## config.mk

```make
export PLATFORM = sky130hd
export DESIGN_NAME = wb_arbiter_stage
export DESIGN_NICKNAME = d
export VERILOG_FILES = /design/src/rtl/wb_arbiter_stage.sv
export SDC_FILE = /design/constraint.sdc
export NUM_CORES = 1
export LEC_CHECK = 0
export CELL_PAD_IN_SITES_DETAIL_PLACEMENT = 1
export CELL_PAD_IN_SITES_GLOBAL_PLACEMENT = 2
export CORE_MARGIN = 1
export CORE_UTILIZATION = 22
export DETAILED_ROUTE_END_ITERATION = 6
export PLACE_DENSITY_LB_ADDON = 0.1
export SYNTH_ARGS = -nofsm -noshare
export SYNTH_HDL_FRONTEND = slang
export SYNTH_SLANG_ARGS = --single-unit
```

## constraint.sdc

```tcl
create_clock -name clk -period 1.58 [get_ports clk]
set_input_delay 0.316 -clock clk [delete_from_list [all_inputs] [get_ports clk]]
set_output_delay 0.316 -clock clk [all_outputs]
set_load 0.01 [all_outputs]
```

## src/rtl/wb_arbiter_stage.sv

```systemverilog
// Write-back stage: round-robin merge of ALU results and load returns onto the register
// file's single write port, plus a per-register pending-load scoreboard for decode stalls.
module wb_arbiter_stage #(
    parameter int ADDR_WIDTH = 5,
    parameter int DATA_WIDTH = 64,
    parameter int SEL_WIDTH  = 3
) (
    input  logic                     clk,
    input  logic                     reset,
    input  logic                     alu_valid,
    output logic                     alu_ready,
    input  logic [ADDR_WIDTH-1:0]    alu_addr,
    input  logic [SEL_WIDTH-1:0]     alu_sel,
    input  logic [0:DATA_WIDTH-1]    alu_data,
    input  logic                     ld_valid,
    output logic                     ld_ready,
    input  logic [ADDR_WIDTH-1:0]    ld_addr,
    input  logic [SEL_WIDTH-1:0]     ld_sel,
    input  logic [0:DATA_WIDTH-1]    ld_data,
    input  logic                     ld_issue,
    input  logic [ADDR_WIDTH-1:0]    ld_issue_addr,
    output logic                     rf_we,
    output logic [SEL_WIDTH-1:0]     rf_sel,
    output logic [ADDR_WIDTH-1:0]    rf_addr_wr,
    output logic [0:DATA_WIDTH-1]    rf_data_in,
    output logic [0:2**ADDR_WIDTH-1] reg_busy,
    output logic                     err_sel
);

    localparam int NUM_REGS = 2**ADDR_WIDTH;

    typedef enum logic {
        SRC_ALU = 1'b0,
        SRC_LD  = 1'b1
    } src_e;

    // Legal ppp codes are 000..100; anything above is rejected at the write port.
    function automatic logic sel_legal(input logic [SEL_WIDTH-1:0] sel);
        return (sel <= SEL_WIDTH'(4));
    endfunction

    src_e                    rr_ptr_r;
    src_e                    rr_ptr_next_s;
    logic                    grant_alu_s;
    logic                    grant_ld_s;
    logic                    wr_any_s;
    logic [SEL_WIDTH-1:0]    win_sel_s;
    logic [ADDR_WIDTH-1:0]   win_addr_s;
    logic [0:DATA_WIDTH-1]   win_data_s;
    logic                    win_legal_s;
    logic [0:NUM_REGS-1]     busy_next_s;

    logic                    rf_we_r;
    logic [SEL_WIDTH-1:0]    rf_sel_r;
    logic [ADDR_WIDTH-1:0]   rf_addr_wr_r;
    logic [0:DATA_WIDTH-1]   rf_data_in_r;
    logic [0:NUM_REGS-1]     reg_busy_r;
    logic                    err_sel_r;

    // Round-robin pointer register.
    always_ff @(posedge clk) begin
        if (reset) begin
            rr_ptr_r <= SRC_ALU;
        end else begin
            rr_ptr_r <= rr_ptr_next_s;
        end
    end

    // Pointer moves to the other source only after a contended grant.
    always_comb begin
        rr_ptr_next_s = rr_ptr_r;
        if (alu_valid && ld_valid && !reset) begin
            case (rr_ptr_r)
                SRC_ALU: rr_ptr_next_s = SRC_LD;
                SRC_LD:  rr_ptr_next_s = SRC_ALU;
                default: rr_ptr_next_s = SRC_ALU;
            endcase
        end else begin
            rr_ptr_next_s = rr_ptr_r;
        end
    end

    // Grant decode: a lone requester always wins, contention goes to rr_ptr.
    always_comb begin
        grant_alu_s = 1'b0;
        grant_ld_s  = 1'b0;
        if (reset) begin
            grant_alu_s = 1'b0;
            grant_ld_s  = 1'b0;
        end else begin
            grant_alu_s = alu_valid && (!ld_valid || (rr_ptr_r == SRC_ALU));
            grant_ld_s  = ld_valid && (!alu_valid || (rr_ptr_r == SRC_LD));
        end
    end

    assign alu_ready = grant_alu_s;
    assign ld_ready  = grant_ld_s;
    assign wr_any_s  = grant_alu_s | grant_ld_s;

    // Winning source's write fields.
    always_comb begin
        win_sel_s  = alu_sel;
        win_addr_s = alu_addr;
        win_data_s = alu_data;
        if (grant_ld_s) begin
            win_sel_s  = ld_sel;
            win_addr_s = ld_addr;
            win_data_s = ld_data;
        end else begin
            win_sel_s  = alu_sel;
            win_addr_s = alu_addr;
            win_data_s = alu_data;
        end
    end

    assign win_legal_s = sel_legal(win_sel_s);

    // Scoreboard next state: a new issue beats a same-edge return to the same register.
    always_comb begin
        busy_next_s = reg_busy_r;
        for (int i = 0; i < NUM_REGS; i++) begin
            busy_next_s[i] = (ld_issue && (ld_issue_addr == ADDR_WIDTH'(i))) ? 1'b1 :
                             (grant_ld_s && (ld_addr == ADDR_WIDTH'(i)))     ? 1'b0 :
                             reg_busy_r[i];
        end
    end

    // Registered write port; illegal ppp still consumes the transfer but suppresses the write.
    always_ff @(posedge clk) begin
        if (reset) begin
            rf_we_r      <= 1'b0;
            rf_sel_r     <= '0;
            rf_addr_wr_r <= '0;
            rf_data_in_r <= '0;
            err_sel_r    <= 1'b0;
        end else if (wr_any_s) begin
            rf_we_r      <= win_legal_s;
            err_sel_r    <= !win_legal_s;
            rf_sel_r     <= win_sel_s;
            rf_addr_wr_r <= win_addr_s;
            rf_data_in_r <= win_data_s;
        end else begin
            rf_we_r      <= 1'b0;
            err_sel_r    <= 1'b0;
        end
    end

    // Pending-load scoreboard register.
    always_ff @(posedge clk) begin
        if (reset) begin
            reg_busy_r <= '0;
        end else begin
            reg_busy_r <= busy_next_s;
        end
    end

    assign rf_we      = rf_we_r;
    assign rf_sel     = rf_sel_r;
    assign rf_addr_wr = rf_addr_wr_r;
    assign rf_data_in = rf_data_in_r;
    assign reg_busy   = reg_busy_r;
    assign err_sel    = err_sel_r;

endmodule
```

==> flow_summary.ini <==
[routing]
num_vias = 5570
wl_mm = 22.31
ant_nets = 0
drt-vias-per-instance = 5.177
drtIter0Drc = 249
wire_per_inst_um = 20.74
drc = 0
first_pass_iters = 4

[global_route]
grt_util_all_layers_pct = 18.38
grt_max_degree = 73
global_route.usage.met3_pct = 5.132
grt_first_pass_wirelength_mm = 33.53
grt_use_met2_pct = 30.25
overflow = 0
first_global_vias = 5706
grt_use_met1_pct = 22.65
top_usage_layer = met2
antenna_found_initial = 1

[power]
vdd_drop_max_mv = 0.5364
combinationalPowerShare_pct = 23.0
p_clk_share_pct = 33.0
power.share.sequential_pct = 44.1
p_total_mw = 6.916
p_int_mw = 4.907
switchingPower_mw = 2.009
swShare_pct = 29.04
pwr_density_cell_mw_per_mm2 = 819.8
p_leak_nw = 3.851

[setup_path]
path_buf_inv = 1
worstPathCellList = clkdlybuf4s50_1
path_delay_family = buffers and inverters
path_class = reg2out
cp_data_arrival_time_ps = 1230
critPathCaptureType = primary output
cp.required_ps = 1260
cp_slowest_cell = clkdlybuf4s50_1
ff2ff_setup_slack_ps = 120
critical-path-max-stage-delay_ps = 540
start_kind = register
cp_max_fo = 2

[cts]
clk_latency_ps = 350
post-cts-setup-buffer-count = 0
root_buffer = clkbuf_16
cts_tree = yes
cts.path.max_buffers = 2
h-tree-depth = 3
cts-buffers-inserted = 9
hold_buffers = 0
cts_sinks = 107
clk_transition_reported_paths_ps = 80

[yosys]
syn_area_sq_mm = 0.005014
ys_ff_latch = 107
synthCells = 520
async_flop_share_pct = 0
yosys_warnings = 0
synth-edff-count = 0
synth.distinct_cells = 35
seq_area_frac_synth_pct = 42.73
ys.flop_type = dfxtp_1
synthesis.nets = 674
synth.avg_cell_area_sq_um = 9.641

[sta]
fin_crit_ps = 1546
tightest_slew_ps = 786.0
fin_ws_ps = 33.90
rsz0062_at_grt = false
fmax_ghz = 0.6468
fin_skew_ps = 6.150
relSlewSlack_pct = 47.37
period_share_pct = 97.85
finalSetupViolCount = 0
final_max_slew_viol_count = 0
final-hold-violation-count = 0

[floorplan]
fp.dieW_um = 153.0
core_region_area_sq_mm = 0.02209
initial_core_util_pct = 22.69
die_y_um = 153.0
io_pins = 262
rows = 54
dieArea_sq_mm = 0.02340

[cells_and_area]
drive_above_1_share_pct = 12.19
fin_util_pct = 38.19
layout.nets = 945
final_common_cell = clkdlybuf4s50_1
fillers = 2529
multi_input_area_sq_mm = 0.002295
antennaDiodeCount = 0
final_cell_mix = clkdlybuf4s50_1, dfxtp_1, dlygate4sd2_1
regArea_sq_mm = 0.002146
area_growth_pct = 68.28

[placed_design]
dpl.hpwl_mm = 15.68
portBuffers = 261
gp_congestion = 0.7676
pre_cts_ws_ps = -476.6

[worst_hold_path]
hp-class = reg2reg

[status]
outcome = finished clean

[job]
maxCapViolCount = 0
## synthesized netlist by cell type (3+ instances only)
library cell | instances | area [sq um]
a32oi_1 | 32 | 280.3
buf_2 | 8 | 40.04
buf_6 | 9 | 101.4
inv_1 | 72 | 270.3
and4b_1 | 3 | 30.03
nor4bb_1 | 3 | 30.03
o21ai_1 | 32 | 160.2
a2111oi_0 | 72 | 630.6
clkbuf_1 | 33 | 123.9
buf_4 | 3 | 22.52
nand2b_1 | 4 | 25.02
nand2_1 | 35 | 131.4
nor4_2 | 8 | 100.1
dfxtp_1 | 107 | 2142
a221o_1 | 72 | 720.7
inv_2 | 3 | 11.26
nor2_1 | 3 | 11.26
## state kept, by name, indices dropped and copies added, names as in the netlist
register,cells
rf_data_in,64
reg_busy,32
rf_addr_wr,5
rf_sel,3
err_sel,1
rf_we,1
rr_ptr_r,1
## area by class of cell
cell class	count	share of cell area, %
repair buffers	315	36.48
multi-input cells	283	27.20
flip-flops and latches	107	25.43
well taps	280	4.152
inverters	75	3.337
clock buffers	10	2.833
clock inverters	6	0.5635
## power groups by stage
stage / Clock (mW) / Combinational [mW] / Sequential, mW
2_1_floorplan: 0 / 0.511 / 3.19
3_3_place_gp: 0 / 1.67 / 3.11
3_5_place_dp: 0 / 1.69 / 3.12
4_1_cts: 2.37 / 1.59 / 3.05
5_1_grt: 2.48 / 1.71 / 3.07
6_report: 2.28 / 1.59 / 3.05
## what timing repair did
| action | 4_1_cts | 5_1_grt |
|---|---|---|
| gates cloned | 0 | 3 |
| pin swaps | 4 | 0 |
| setup endpoints to repair | 156 | 103 |
| gates resized for setup | 93 | 24 |
## per-stage QoR
stage	cells	cell area (sq um)	hold slack (ps)	TNS, ps
3_5_place_dp	1057	8130	463.7	-42010
2_1_floorplan	520	5014	455.8	0
6_report	1076	8437	467.3	0
4_1_cts	1073	8310	471.7	-52.48
3_3_place_gp	1057	8130	453.0	-42540
5_1_grt	1076	8437	496.9	0
## per-layer routing
metal	wire (um)	up-vias
met3	1680	31
li1	-	2608
met2	10400	216
met4	537	0
met5	0	-
met1	9695	2715
## cells by family (layout without fill, tap and decap cells)
group,after synthesis,after routing,share of synthesized area (%)
simple gates,70,70,9.284
buf+inv,130,406,11.51
flops,107,107,42.73
compound gates,212,212,36.31
xor+xnor,1,1,0.1747
## worst paths after layout
kind	end	cells past startpoint	startpoint
max	rf_data_in[14]	1	rf_data_in[14]$_SDFFE_PP0P_
min	reg_busy[11]$_SDFFE_PP0P_	2	reg_busy[11]$_SDFFE_PP0P_
max reg2reg	reg_busy[5]$_SDFFE_PP0P_	5	rr_ptr_r$_SDFFE_PP0P_
min reg2reg	reg_busy[11]$_SDFFE_PP0P_	2	reg_busy[11]$_SDFFE_PP0P_
(Power assumes the default switching activity.)
